File: src/rtl/mems_scan_pkg.sv
// Shared types and elaboration helpers for the MEMS mirror scan sequencer.
// Holds the FSM state encoding, the last-scan-address computation and counter sizing.
package mems_scan_pkg;

   typedef enum logic [1:0] {
      StIdle = 2'd0,
      StInit = 2'd1,
      StScan = 2'd2,
      StDone = 2'd3
   } state_e;

   function automatic longint unsigned scan_last(input int unsigned base, input int unsigned ppl,
                                                 input int unsigned lpf, input int unsigned fc);
      return longint'(base) + longint'(ppl) * longint'(lpf) * longint'(fc) - 64'd1;
   endfunction

   function automatic int unsigned cnt_w(input int unsigned n);
      return (n > 1) ? $clog2(n) : 1;
   endfunction

endpackage

File: src/rtl/mems_scan_sequencer_if.sv
// Sequencer-side bundle: DAC SPI request handshake plus the readout marker/ack pairs.
// The sequencer drives through the master modport; the SPI master/readout side uses slave.
interface mems_scan_sequencer_if #(
   parameter int unsigned ADDR_W = 16
);
   logic              spi_start;
   logic [ADDR_W-1:0] addr;
   logic              spi_busy;
   logic              new_line;
   logic              new_frame;
   logic              line_ack;
   logic              frame_ack;

   modport master (
      output spi_start, addr, new_line, new_frame,
      input  spi_busy, line_ack, frame_ack
   );

   modport slave (
      input  spi_start, addr, new_line, new_frame,
      output spi_busy, line_ack, frame_ack
   );
endinterface

File: src/rtl/mems_scan_counter.sv
// Cascaded point/line/frame position counter for the scan pattern.
// Decodes always describe the point about to be issued; step advances past it.
module mems_scan_counter
   import mems_scan_pkg::*;
#(
   parameter int unsigned POINTS_PER_LINE = 480,
   parameter int unsigned LINES_PER_FRAME = 14,
   parameter int unsigned FRAME_COUNT     = 1
) (
   input  logic clk,
   input  logic rst,
   input  logic restart,
   input  logic step,
   output logic line_end,
   output logic frame_end,
   output logic pattern_end,
   output logic clear
);

   localparam int unsigned PW = cnt_w(POINTS_PER_LINE);
   localparam int unsigned LW = cnt_w(LINES_PER_FRAME);
   localparam int unsigned FW = cnt_w(FRAME_COUNT);

   localparam logic [PW-1:0] PointLast = PW'(POINTS_PER_LINE - 1);
   localparam logic [LW-1:0] LineLast  = LW'(LINES_PER_FRAME - 1);
   localparam logic [FW-1:0] FrameLast = FW'(FRAME_COUNT - 1);

   logic [PW-1:0] point_q, point_d;
   logic [LW-1:0] line_q, line_d;
   logic [FW-1:0] frame_q, frame_d;

   assign line_end    = (point_q == PointLast);
   assign frame_end   = line_end && (line_q == LineLast);
   assign pattern_end = frame_end && (frame_q == FrameLast);
   assign clear       = (point_q == '0) && (line_q == '0) && (frame_q == '0);

   always_comb begin
      point_d = point_q;
      line_d  = line_q;
      frame_d = frame_q;
      if (step) begin
         point_d = line_end ? '0 : point_q + 1'b1;
         if (line_end) begin
            line_d = frame_end ? '0 : line_q + 1'b1;
         end
         if (frame_end) begin
            frame_d = pattern_end ? '0 : frame_q + 1'b1;
         end
      end
   end

   always_ff @(posedge clk) begin
      if (rst || restart) begin
         point_q <= '0;
         line_q  <= '0;
         frame_q <= '0;
      end else begin
         point_q <= point_d;
         line_q  <= line_d;
         frame_q <= frame_d;
      end
   end

endmodule

File: src/rtl/mems_scan_sequencer.sv
// MEMS mirror scan sequencer: replays init commands, then walks the scan-point ROM region,
// issuing one SPI request per point and raising sticky line/frame markers for readout.
module mems_scan_sequencer
   import mems_scan_pkg::*;
#(
   parameter int unsigned ADDR_W          = 16,
   parameter int unsigned INIT_CMDS       = 2,
   parameter int unsigned SCAN_BASE       = 8,
   parameter int unsigned POINTS_PER_LINE = 480,
   parameter int unsigned LINES_PER_FRAME = 14,
   parameter int unsigned FRAME_COUNT     = 1
) (
   input  logic                  clk,
   input  logic                  rst,
   input  logic                  enable,
   input  logic                  single_shot,
   input  logic                  pause,
   mems_scan_sequencer_if.master bus,
   output logic                  marker_overrun,
   output logic                  scanning,
   output logic                  done
);

   localparam longint unsigned ScanLast =
      scan_last(SCAN_BASE, POINTS_PER_LINE, LINES_PER_FRAME, FRAME_COUNT);
   localparam longint unsigned AddrSpan = 64'd1 << ADDR_W;

   if (ScanLast >= AddrSpan) begin : g_addr_chk
      $error("mems_scan_sequencer: scan pattern does not fit in ADDR_W");
   end
   if (INIT_CMDS < 1 || INIT_CMDS > SCAN_BASE) begin : g_init_chk
      $error("mems_scan_sequencer: INIT_CMDS must be 1..SCAN_BASE");
   end

   localparam logic [ADDR_W-1:0] InitLast = ADDR_W'(INIT_CMDS - 1);
   localparam logic [ADDR_W-1:0] ScanBase = ADDR_W'(SCAN_BASE);

   state_e            state_q, state_d;
   logic [ADDR_W-1:0] addr_q, addr_d;
   logic              start_q, start_d;
   logic              wrap_q, wrap_d;
   logic              new_line_q, new_line_d;
   logic              new_frame_q, new_frame_d;
   logic              overrun_q, overrun_d;
   logic              opp, step;
   logic              line_end, frame_end, pattern_end, clear;
   logic              set_line, set_frame;

   mems_scan_counter #(
      .POINTS_PER_LINE (POINTS_PER_LINE),
      .LINES_PER_FRAME (LINES_PER_FRAME),
      .FRAME_COUNT     (FRAME_COUNT)
   ) u_counter (
      .clk         (clk),
      .rst         (rst),
      .restart     (state_q == StIdle),
      .step        (step),
      .line_end    (line_end),
      .frame_end   (frame_end),
      .pattern_end (pattern_end),
      .clear       (clear)
   );

   // A request may only go out while the SPI master is idle and our last pulse has dropped.
   assign opp = !bus.spi_busy && !start_q;

   always_comb begin
      state_d = state_q;
      addr_d  = addr_q;
      start_d = 1'b0;
      step    = 1'b0;
      wrap_d  = wrap_q;
      unique case (state_q)
         StIdle: begin
            addr_d = '0;
            wrap_d = 1'b0;
            if (enable) begin
               state_d = StInit;
               start_d = 1'b1;
            end
         end
         StInit: begin
            if (opp) begin
               if (!enable) begin
                  state_d = StIdle;
                  addr_d  = '0;
               end else begin
                  start_d = 1'b1;
                  if (addr_q == InitLast) begin
                     addr_d  = ScanBase;
                     step    = 1'b1;
                     state_d = StScan;
                  end else begin
                     addr_d = addr_q + 1'b1;
                  end
               end
            end
         end
         StScan: begin
            if (opp) begin
               if (!enable) begin
                  state_d = StIdle;
                  addr_d  = '0;
               end else if (wrap_q && single_shot) begin
                  state_d = StDone;
               end else if (!pause) begin
                  start_d = 1'b1;
                  step    = 1'b1;
                  addr_d  = clear ? ScanBase : addr_q + 1'b1;
               end
            end
         end
         StDone: begin
            if (!enable) begin
               state_d = StIdle;
               addr_d  = '0;
            end
         end
         default: state_d = StIdle;
      endcase
      // Remember that the pattern's final point has gone out until the next decision.
      if (step) begin
         wrap_d = pattern_end;
      end
   end

   assign set_line  = step && line_end && !frame_end;
   assign set_frame = step && frame_end;

   always_comb begin
      new_line_d  = set_line  || (new_line_q  && !bus.line_ack);
      new_frame_d = set_frame || (new_frame_q && !bus.frame_ack);
      overrun_d   = overrun_q || (set_line && new_line_q) || (set_frame && new_frame_q);
   end

   always_ff @(posedge clk) begin
      if (rst) begin
         state_q     <= StIdle;
         addr_q      <= '0;
         start_q     <= 1'b0;
         wrap_q      <= 1'b0;
         new_line_q  <= 1'b0;
         new_frame_q <= 1'b0;
         overrun_q   <= 1'b0;
      end else begin
         state_q     <= state_d;
         addr_q      <= addr_d;
         start_q     <= start_d;
         wrap_q      <= wrap_d;
         new_line_q  <= new_line_d;
         new_frame_q <= new_frame_d;
         overrun_q   <= overrun_d;
      end
   end

   assign bus.spi_start  = start_q;
   assign bus.addr       = addr_q;
   assign bus.new_line   = new_line_q;
   assign bus.new_frame  = new_frame_q;
   assign marker_overrun = overrun_q;
   assign scanning       = (state_q == StScan);
   assign done           = (state_q == StDone);

endmodule
File: src/flat_wrapper.sv
// flat-port wrapper written by rule: the top's interface ports become plain ports
module mems_scan_sequencer_flat import mems_scan_pkg::*;
#(
   parameter int unsigned ADDR_W          = 16,
   parameter int unsigned INIT_CMDS       = 2,
   parameter int unsigned SCAN_BASE       = 8,
   parameter int unsigned POINTS_PER_LINE = 480,
   parameter int unsigned LINES_PER_FRAME = 14,
   parameter int unsigned FRAME_COUNT     = 1
)
  (clk, rst, enable, single_shot, pause, marker_overrun, scanning, done, bus_spi_start, bus_addr, bus_new_line, bus_new_frame, bus_spi_busy, bus_line_ack, bus_frame_ack);
  mems_scan_sequencer_if #(.ADDR_W(ADDR_W)) bus_i ();
  input  logic clk;
  input  logic rst;
  input  logic enable;
  input  logic single_shot;
  input  logic pause;
  output logic marker_overrun;
  output logic scanning;
  output logic done;
  output wire logic [$bits(bus_i.spi_start)-1:0] bus_spi_start;
  output wire logic [$bits(bus_i.addr)-1:0] bus_addr;
  output wire logic [$bits(bus_i.new_line)-1:0] bus_new_line;
  output wire logic [$bits(bus_i.new_frame)-1:0] bus_new_frame;
  input wire logic [$bits(bus_i.spi_busy)-1:0] bus_spi_busy;
  input wire logic [$bits(bus_i.line_ack)-1:0] bus_line_ack;
  input wire logic [$bits(bus_i.frame_ack)-1:0] bus_frame_ack;
  assign bus_spi_start = bus_i.spi_start;
  assign bus_addr = bus_i.addr;
  assign bus_new_line = bus_i.new_line;
  assign bus_new_frame = bus_i.new_frame;
  assign bus_i.spi_busy = bus_spi_busy;
  assign bus_i.line_ack = bus_line_ack;
  assign bus_i.frame_ack = bus_frame_ack;
  mems_scan_sequencer #(.ADDR_W(ADDR_W), .INIT_CMDS(INIT_CMDS), .SCAN_BASE(SCAN_BASE), .POINTS_PER_LINE(POINTS_PER_LINE), .LINES_PER_FRAME(LINES_PER_FRAME), .FRAME_COUNT(FRAME_COUNT)) u_core (.clk(clk), .rst(rst), .enable(enable), .single_shot(single_shot), .pause(pause), .bus(bus_i), .marker_overrun(marker_overrun), .scanning(scanning), .done(done));
endmodule
File: config.mk
export PLATFORM = sky130hd
export DESIGN_NAME = mems_scan_sequencer_flat
export DESIGN_NICKNAME = d
export VERILOG_FILES = /design/src/rtl/mems_scan_pkg.sv /design/src/rtl/mems_scan_sequencer_if.sv /design/src/rtl/mems_scan_counter.sv /design/src/rtl/mems_scan_sequencer.sv /design/src/flat_wrapper.sv
export SDC_FILE = /design/constraint.sdc
export NUM_CORES = 1
export LEC_CHECK = 0
export CAP_MARGIN = 5
export CORE_ASPECT_RATIO = 1.75
export CORE_MARGIN = 3
export CORE_UTILIZATION = 29
export CTS_CLUSTER_DIAMETER = 80
export DETAILED_ROUTE_END_ITERATION = 7
export GPL_TIMING_DRIVEN = 1
export SYNTH_ARGS = -nofsm -noshare
export SYNTH_HDL_FRONTEND = slang
export SYNTH_SLANG_ARGS = --single-unit
File: constraint.sdc
create_clock -name clk -period 1.73 [get_ports clk]
set_input_delay 0.346 -clock clk [delete_from_list [all_inputs] [get_ports clk]]
set_output_delay 0.346 -clock clk [all_outputs]
set_load 0.01 [all_outputs]
==> results of run 1 <==
flip-flops by register name, indices dropped and copies added, names as in the netlist, 2 cells and up:
signal                    count
u_core.u_counter.point_q      9
u_core.state_q                2
u_core.bus.addr              16
u_core.u_counter.line_q       4
synthesized netlist by cell type (3+ instances only):
cell | instances | share of area
nand3_1 | 13 | 0.031
xnor2_1 | 11 | 0.045
a21oi_1 | 23 | 0.054
nand2b_1 | 3 | 0.0089
o21ai_0 | 3 | 0.0071
nand2_1 | 18 | 0.032
a21o_1 | 3 | 0.011
nor2b_1 | 4 | 0.012
or2_2 | 4 | 0.012
nand4b_1 | 3 | 0.012
or3_1 | 3 | 0.0089
nand4_1 | 7 | 0.021
o31ai_1 | 5 | 0.018
o211ai_1 | 3 | 0.011
clkbuf_1 | 3 | 0.0053
nor2_1 | 30 | 0.053
nor4_1 | 4 | 0.012
or4_1 | 5 | 0.018
nor3_1 | 7 | 0.017
inv_1 | 12 | 0.021
and3_1 | 3 | 0.0089
ha_1 | 11 | 0.065
dfxtp_1 | 37 | 0.35
cell families (layout without fill, tap and decap cells):
logic type                 count (synthesis)  count (layout)
AOI/OAI and AO/OA                         52              54
xor gates and xnor gates                  13              13
and+or+nand+nor                          116             116
adders and majority gates                 11              11
DFF                                       37              37
muxes                                      2               2
buffers and inverters                     22             133
critical path, delay by kind of cell (launching register included):
kind	cells	cell delay, ns
AOI/OAI and AO/OA	3	0.49
DFF	1	0.36
and+or+nand+nor	2	0.69
buffers and inverters	1	0.12
adders and majority gates	1	0.17
worst paths after layout:
path | from | to | cells past startpoint
max | u_core.state_q[0]$_SDFFE_PP0P_ | u_core.bus.addr[11]$_SDFFE_PP0P_ | 7
min | u_core.marker_overrun$_SDFF_PP0_ | u_core.marker_overrun$_SDFF_PP0_ | 2
max reg2reg | u_core.state_q[0]$_SDFFE_PP0P_ | u_core.bus.addr[11]$_SDFFE_PP0P_ | 7
min reg2reg | u_core.marker_overrun$_SDFF_PP0_ | u_core.marker_overrun$_SDFF_PP0_ | 2
timing repair:
item	4_1_cts	5_1_grt
cloned	3	0
endpoints found under the setup margin	38	37
endpoints found under the hold margin	0	0
setup buffers	9	13
pin swaps	18	33
gates resized for setup	37	64
stage by stage:
| stage | total power [mW] | setup slack, ns | setup TNS [ns] | hold WS (ns) |
|---|---|---|---|---|
| 5_1_grt | 2.47 | -0.307 | -4.76 | 0.526 |
| 3_5_place_dp | 1.29 | -0.447 | -11.72 | 0.475 |
| 3_3_place_gp | 1.29 | -0.402 | -11.04 | 0.460 |
| 2_1_floorplan | 1.13 | -0.0192 | -0.0205 | 0.434 |
| 4_1_cts | 2.32 | -0.128 | -2.25 | 0.499 |
| 6_report | 2.37 | -0.168 | -2.10 | 0.491 |
power breakdown:
part / switching, mW / total, mW / internal (mW)
Combinational: 0.302 / 0.573 / 0.271
Clock: 0.348 / 0.921 / 0.573
Sequential: 0.0164 / 0.877 / 0.860
Total: 0.666 / 2.37 / 1.71
placed cells by master, fill, tap and decap left out, types with 5 or more instances in the layout:
master | netlist | routed
clkdlybuf4s50_1 | 0 | 24
dfxtp_1 | 37 | 23
inv_1 | 12 | 6
nor2_1 | 30 | 22
dfxtp_4 | 0 | 6
buf_4 | 2 | 73
ha_1 | 11 | 6
xnor2_1 | 11 | 7
o31ai_1 | 5 | 5
nand2_1 | 18 | 17
a21oi_1 | 23 | 13
dfxtp_2 | 0 | 8
clkbuf_16 | 0 | 5
buf_6 | 2 | 11
nor2_2 | 0 | 5
nand4_1 | 7 | 7
a21oi_2 | 1 | 10
nand3_1 | 13 | 12
routing by layer:
metal	vias up	global-route usage
met5	-	0
met4	0	0.100
met3	23	0.0287
met2	49	0.369
met1	1168	0.146
li1	1149	-
final cells by class:
class | count | area (sq um) | share of cell area
multi-input combinational | 196 | 1680 | 0.450
clock buffer | 7 | 143 | 0.0383
clock inverter | 1 | 7.51 | 0.00201
timing repair buffer | 113 | 971 | 0.260
sequential | 37 | 773 | 0.207
inverter | 12 | 52.6 | 0.0141
tap | 84 | 105 | 0.0282
==> out/metrics.yaml, run 1 <==
outcome:
  status: "complete, but fails checks"
  violations: "negative setup slack"
floorplanning:
  rows: 40
  die_h_um: 119
  io_pins: 30
  initial_core_util: 0.303
  core_area_sq_mm: 0.00701
  fp.dieArea_sq_mm: 0.00842
  fp.dieW_um: 70.6
sta:
  setup_violations: 32
  hold_viol: 0
  worst_slew_pin_slew_ns: 0.375
  maxSlewHeadroom: 0.748
  min_period_over_period: 1.10
  finalMaxSlewViolations: 0
  post-route-min-period_ns: 1.90
  rsz0062_at_grt: "yes"
  final.setup.worst_slack_ns: -0.168
  finClkSkew_ns: 0.00951
  fmax_ghz: 0.527
placed_design:
  placed_cells: 420
  dp_hpwl_mm: 5.19
  gp_congestion: 0.817
  placed_cell_area_sq_mm: 0.00300
  io_buffers: 29
finish:
  fillers: 626
  diodes: 0
  drive_gt1_frac: 0.486
  nets: 384
  layout.cells.non_filler: 450
  final_cell_area_sq_mm: 0.00373
  area_growth_pct: 75.8
  final_util: 0.532
cts:
  cts_buffer_depth: 2
  root_buffer: "clkbuf_16"
  numCtsBuffers: 5
  tritoncts: "done"
  cts_sinks: 37
  cts.htree.levels: 2
  clk_latency_ns: 0.28
  clk_pin_slew_worst_paths_ns: 0.06
  cts_hold_buffers: 0
power:
  p_per_area_mw_per_mm2: 636
  ir_drop_mv: 0.677
  p_leak_nw: 1.41
global_routing:
  grt_pass1_wl_mm: 11.7
  grt_remaining_overflow: 0
  grt_max_degree: 14
  grt_pass1_vias: 2446
  track_usage: 0.177
  antenna_found_initial: 0
critical_path:
  worstSetupStartpointType: "flop"
  worstPathCellList: "buf_6, ha_4, o22ai_4, o211ai_1, nor2_1, or4b_4, a21oi_2"
  worstSetupPathType: "flop to flop"
  slowest_delay_ns: 0.49
  required_ns: 1.95
  rrSetupSlack_ns: -0.17
  cp.arrival_ns: 2.12
  critPathSlowestCell: "or4b_4"
  cp_max_fo: 4
  crit_path_end_kind: "flop"
drt:
  met1_length_mm: 2.44
  drt-total-wl_mm: 7.64
  drt_iter0_markers: 110
  wl_met2_mm: 4.67
  dr.pass1.iters: 4
  met3WireLength_um: 172
  route.detailed.drc: 0
  ant_nets: 0
  viasPerCell: 5.31
  wl_per_cell_um: 17.0
  dr_total_vias: 2389
  top_layer_used: "met4"
job:
  max-cap-violations: 0
synth:
  netlist_area_sq_mm: 0.00212
  syn_avg_cell_area_sq_um: 8.38
  synth_compound_area_frac: 0.161
  synth_edf_count: 0
  synth_top_family_by_area: "simple AND/OR/NAND/NOR gates"
  async_flop_share: 0
  muxShareOfSynthArea: 0.0100
  netlist_instances: 253
  yosysSeqAreaShare: 0.349
  synthXorXnorAreaFrac: 0.0537
  synthSimpleGateAreaFrac: 0.304
  synth_nets: 272
  ys.flop_type: "dfxtp_1"
  synth_cell_types: 55
  synthAdderAreaFrac: 0.0649
  ys_ff_latch: 37
  yosysWarnings: 0
worst_hold_path:
  worstHoldPathType: "flop to flop"
Power figures use the tool's default switching activity.
==> inputs of run 2 (changes only) <==
--- a/config.mk
+++ b/config.mk
@@ -6,7 +6,6 @@
 export NUM_CORES = 1
 export LEC_CHECK = 0
 export CAP_MARGIN = 5
-export CORE_ASPECT_RATIO = 1.75
 export CORE_MARGIN = 3
 export CORE_UTILIZATION = 29
 export CTS_CLUSTER_DIAMETER = 80
==> out/metrics.yaml, run 2 (synthesized netlist as in run 1, its figures left out) <==
floorplanning:
  initial_core_util: 0.305
  io_pins: 30
  rows: 30
  fp.dieW_um: 91.5
  core_area_sq_mm: 0.00694
  fp.dieArea_sq_mm: 0.00838
  die_h_um: 91.5
drt:
  dr_total_vias: 2417
  ant_nets: 0
  dr.pass1.iters: 4
  wl_per_cell_um: 15.5
  drt-total-wl_mm: 7.30
  route.detailed.drc: 0
  viasPerCell: 5.13
  drt_iter0_markers: 101
global_routing:
  grt_pass1_wl_mm: 11.3
  grt_remaining_overflow: 0
  antenna_found_initial: 0
  grt_max_degree: 14
  track_usage: 0.164
  grt_pass1_vias: 2409
sta:
  setup_violations: 24
  fmax_ghz: 0.535
  final.setup.worst_slack_ns: -0.140
  worst_slew_pin_slew_ns: 0.309
  finClkSkew_ns: 0.00230
  whs_ns: 0.478
  finalMaxSlewViolations: 0
  hold_viol: 0
  min_period_over_period: 1.08
  post-route-min-period_ns: 1.87
  rsz0062_at_grt: "yes"
  maxSlewHeadroom: 0.792
power:
  p_int_mw: 1.43
  p_per_area_mw_per_mm2: 540
  p_total_mw: 2.07
  p_sw_frac: 0.308
  seqPwrFrac: 0.426
  power_frac_clock: 0.290
  p_leak_nw: 1.49
  ir_drop_mv: 0.323
  combPwrFrac: 0.284
  switchingPower_mw: 0.638
cts:
  cts.htree.levels: 2
  cts_hold_buffers: 0
  clk_pin_slew_worst_paths_ns: 0.07
  numCtsBuffers: 5
  cts_sinks: 37
  tritoncts: "done"
  root_buffer: "clkbuf_8"
  cts_buffer_depth: 2
  clk_latency_ns: 0.29
outcome:
  violations: "negative setup slack"
  status: "complete, but fails checks"
finish:
  area_growth_pct: 80.9
  final_common_cell: "buf_4"
  diodes: 0
  layout.cells.non_filler: 471
  nets: 393
  multi_input_area_sq_mm: 0.00174
  drive_gt1_frac: 0.501
  fillers: 616
  largest_register_ffs: 16
  final_cell_area_sq_mm: 0.00384
  seq_area_sq_um: 769
  most-common-layout-cells: "81 x buf_4, 22 x dfxtp_1, 21 x nor2_1, 21 x clkdlybuf4s50_1, 17 x nand2_1"
placed_design:
  dp_hpwl_mm: 4.56
  placed_cells: 437
  gp_congestion: 0.862
  io_buffers: 29
  placed_cell_area_sq_mm: 0.00306
critical_path:
  worstSetupPathType: "flop to flop"
  cp.arrival_ns: 2.09
  worstSetupStartpointType: "flop"
  required_ns: 1.95
  crit_path_end_kind: "flop"
  cp_max_fo: 4
worst_hold_path:
  worstHoldPathType: "flop to flop"
job:
  max-cap-violations: 0
==> run 2: final cells by class <==
| type | instances | area share |
|---|---|---|
| Sequential cell | 37 | 0.201 |
| Multi-Input combinational cell | 195 | 0.453 |
| Timing Repair Buffer | 123 | 0.281 |
| Clock buffer | 6 | 0.0189 |
| Inverter | 12 | 0.0130 |
| Clock inverter | 2 | 0.00261 |
| Tap cell | 96 | 0.0313 |
==> run 2: per-layer routing <==
metal | vias up | share of wire | GRT usage | wire length (um)
met5 | - | 0 | 0 | 0
met4 | 0 | 0.024 | 0.0352 | 173
met3 | 20 | 0.038 | 0.0348 | 275
met2 | 63 | 0.53 | 0.298 | 3860
met1 | 1172 | 0.41 | 0.197 | 2990
li1 | 1162 | - | - | -
==> run 2: metrics by stage <==
stage / TNS (ns) / utilization / setup slack (ns)
4_1_cts: -0.847 / 0.503 / -0.135
3_3_place_gp: -10.87 / 0.441 / -0.473
6_report: -1.23 / 0.552 / -0.140
2_1_floorplan: -0.0205 / - / -0.0192
5_1_grt: -3.93 / 0.552 / -0.229
3_5_place_dp: -11.76 / 0.441 / -0.508
==> run 2: power groups by stage <==
stage | clock [mW] | combinational (mW) | sequential (mW)
after floorplan | 0 | 0.233 | 0.895
after global placement | 0 | 0.404 | 0.893
after detailed placement | 0 | 0.409 | 0.894
after CTS | 0.606 | 0.497 | 0.882
after global routing | 0.649 | 0.623 | 0.884
final | 0.600 | 0.589 | 0.881
==> run 2: path summary, 6_finish.rpt <==
| kind | startpoint | to | slack, ns | cells past startpoint |
|---|---|---|---|---|
| min reg2reg | u_core.marker_overrun$_SDFF_PP0_ | u_core.marker_overrun$_SDFF_PP0_ | 0.48 | 2 |
| min | u_core.marker_overrun$_SDFF_PP0_ | u_core.marker_overrun$_SDFF_PP0_ | 0.48 | 2 |
| max | u_core.state_q[1]$_SDFFE_PP0P_ | u_core.bus.addr[11]$_SDFFE_PP0P_ | -0.14 | 7 |
| max reg2reg | u_core.state_q[1]$_SDFFE_PP0P_ | u_core.bus.addr[11]$_SDFFE_PP0P_ | -0.14 | 7 |
==> run 2: timing repair <==
item	CTS	global route
gates cloned	1	1
pin swaps	36	40
setup buffers	14	14
endpoints found under the setup margin	36	41
resized for setup	53	56
==> run 2: worst max-delay path, cell delays in order (launching register included) <==
cell      delay, ns
dfxtp_4        0.39
inv_4          0.05
ha_4           0.18
o22ai_4        0.20
o211ai_1       0.18
nor2_1         0.19
or4b_1         0.46
a21oi_1        0.15
==> inputs of run 3 (changes only) <==
--- a/config.mk
+++ b/config.mk
@@ -11,6 +11,7 @@
 export CTS_CLUSTER_DIAMETER = 80
 export DETAILED_ROUTE_END_ITERATION = 7
 export GPL_TIMING_DRIVEN = 1
+export HOLD_SLACK_MARGIN = 0.06
 export SYNTH_ARGS = -nofsm -noshare
 export SYNTH_HDL_FRONTEND = slang
 export SYNTH_SLANG_ARGS = --single-unit
==> results of run 3 <==
No change in the layout: final DEF, timing and power equal those of run 2.
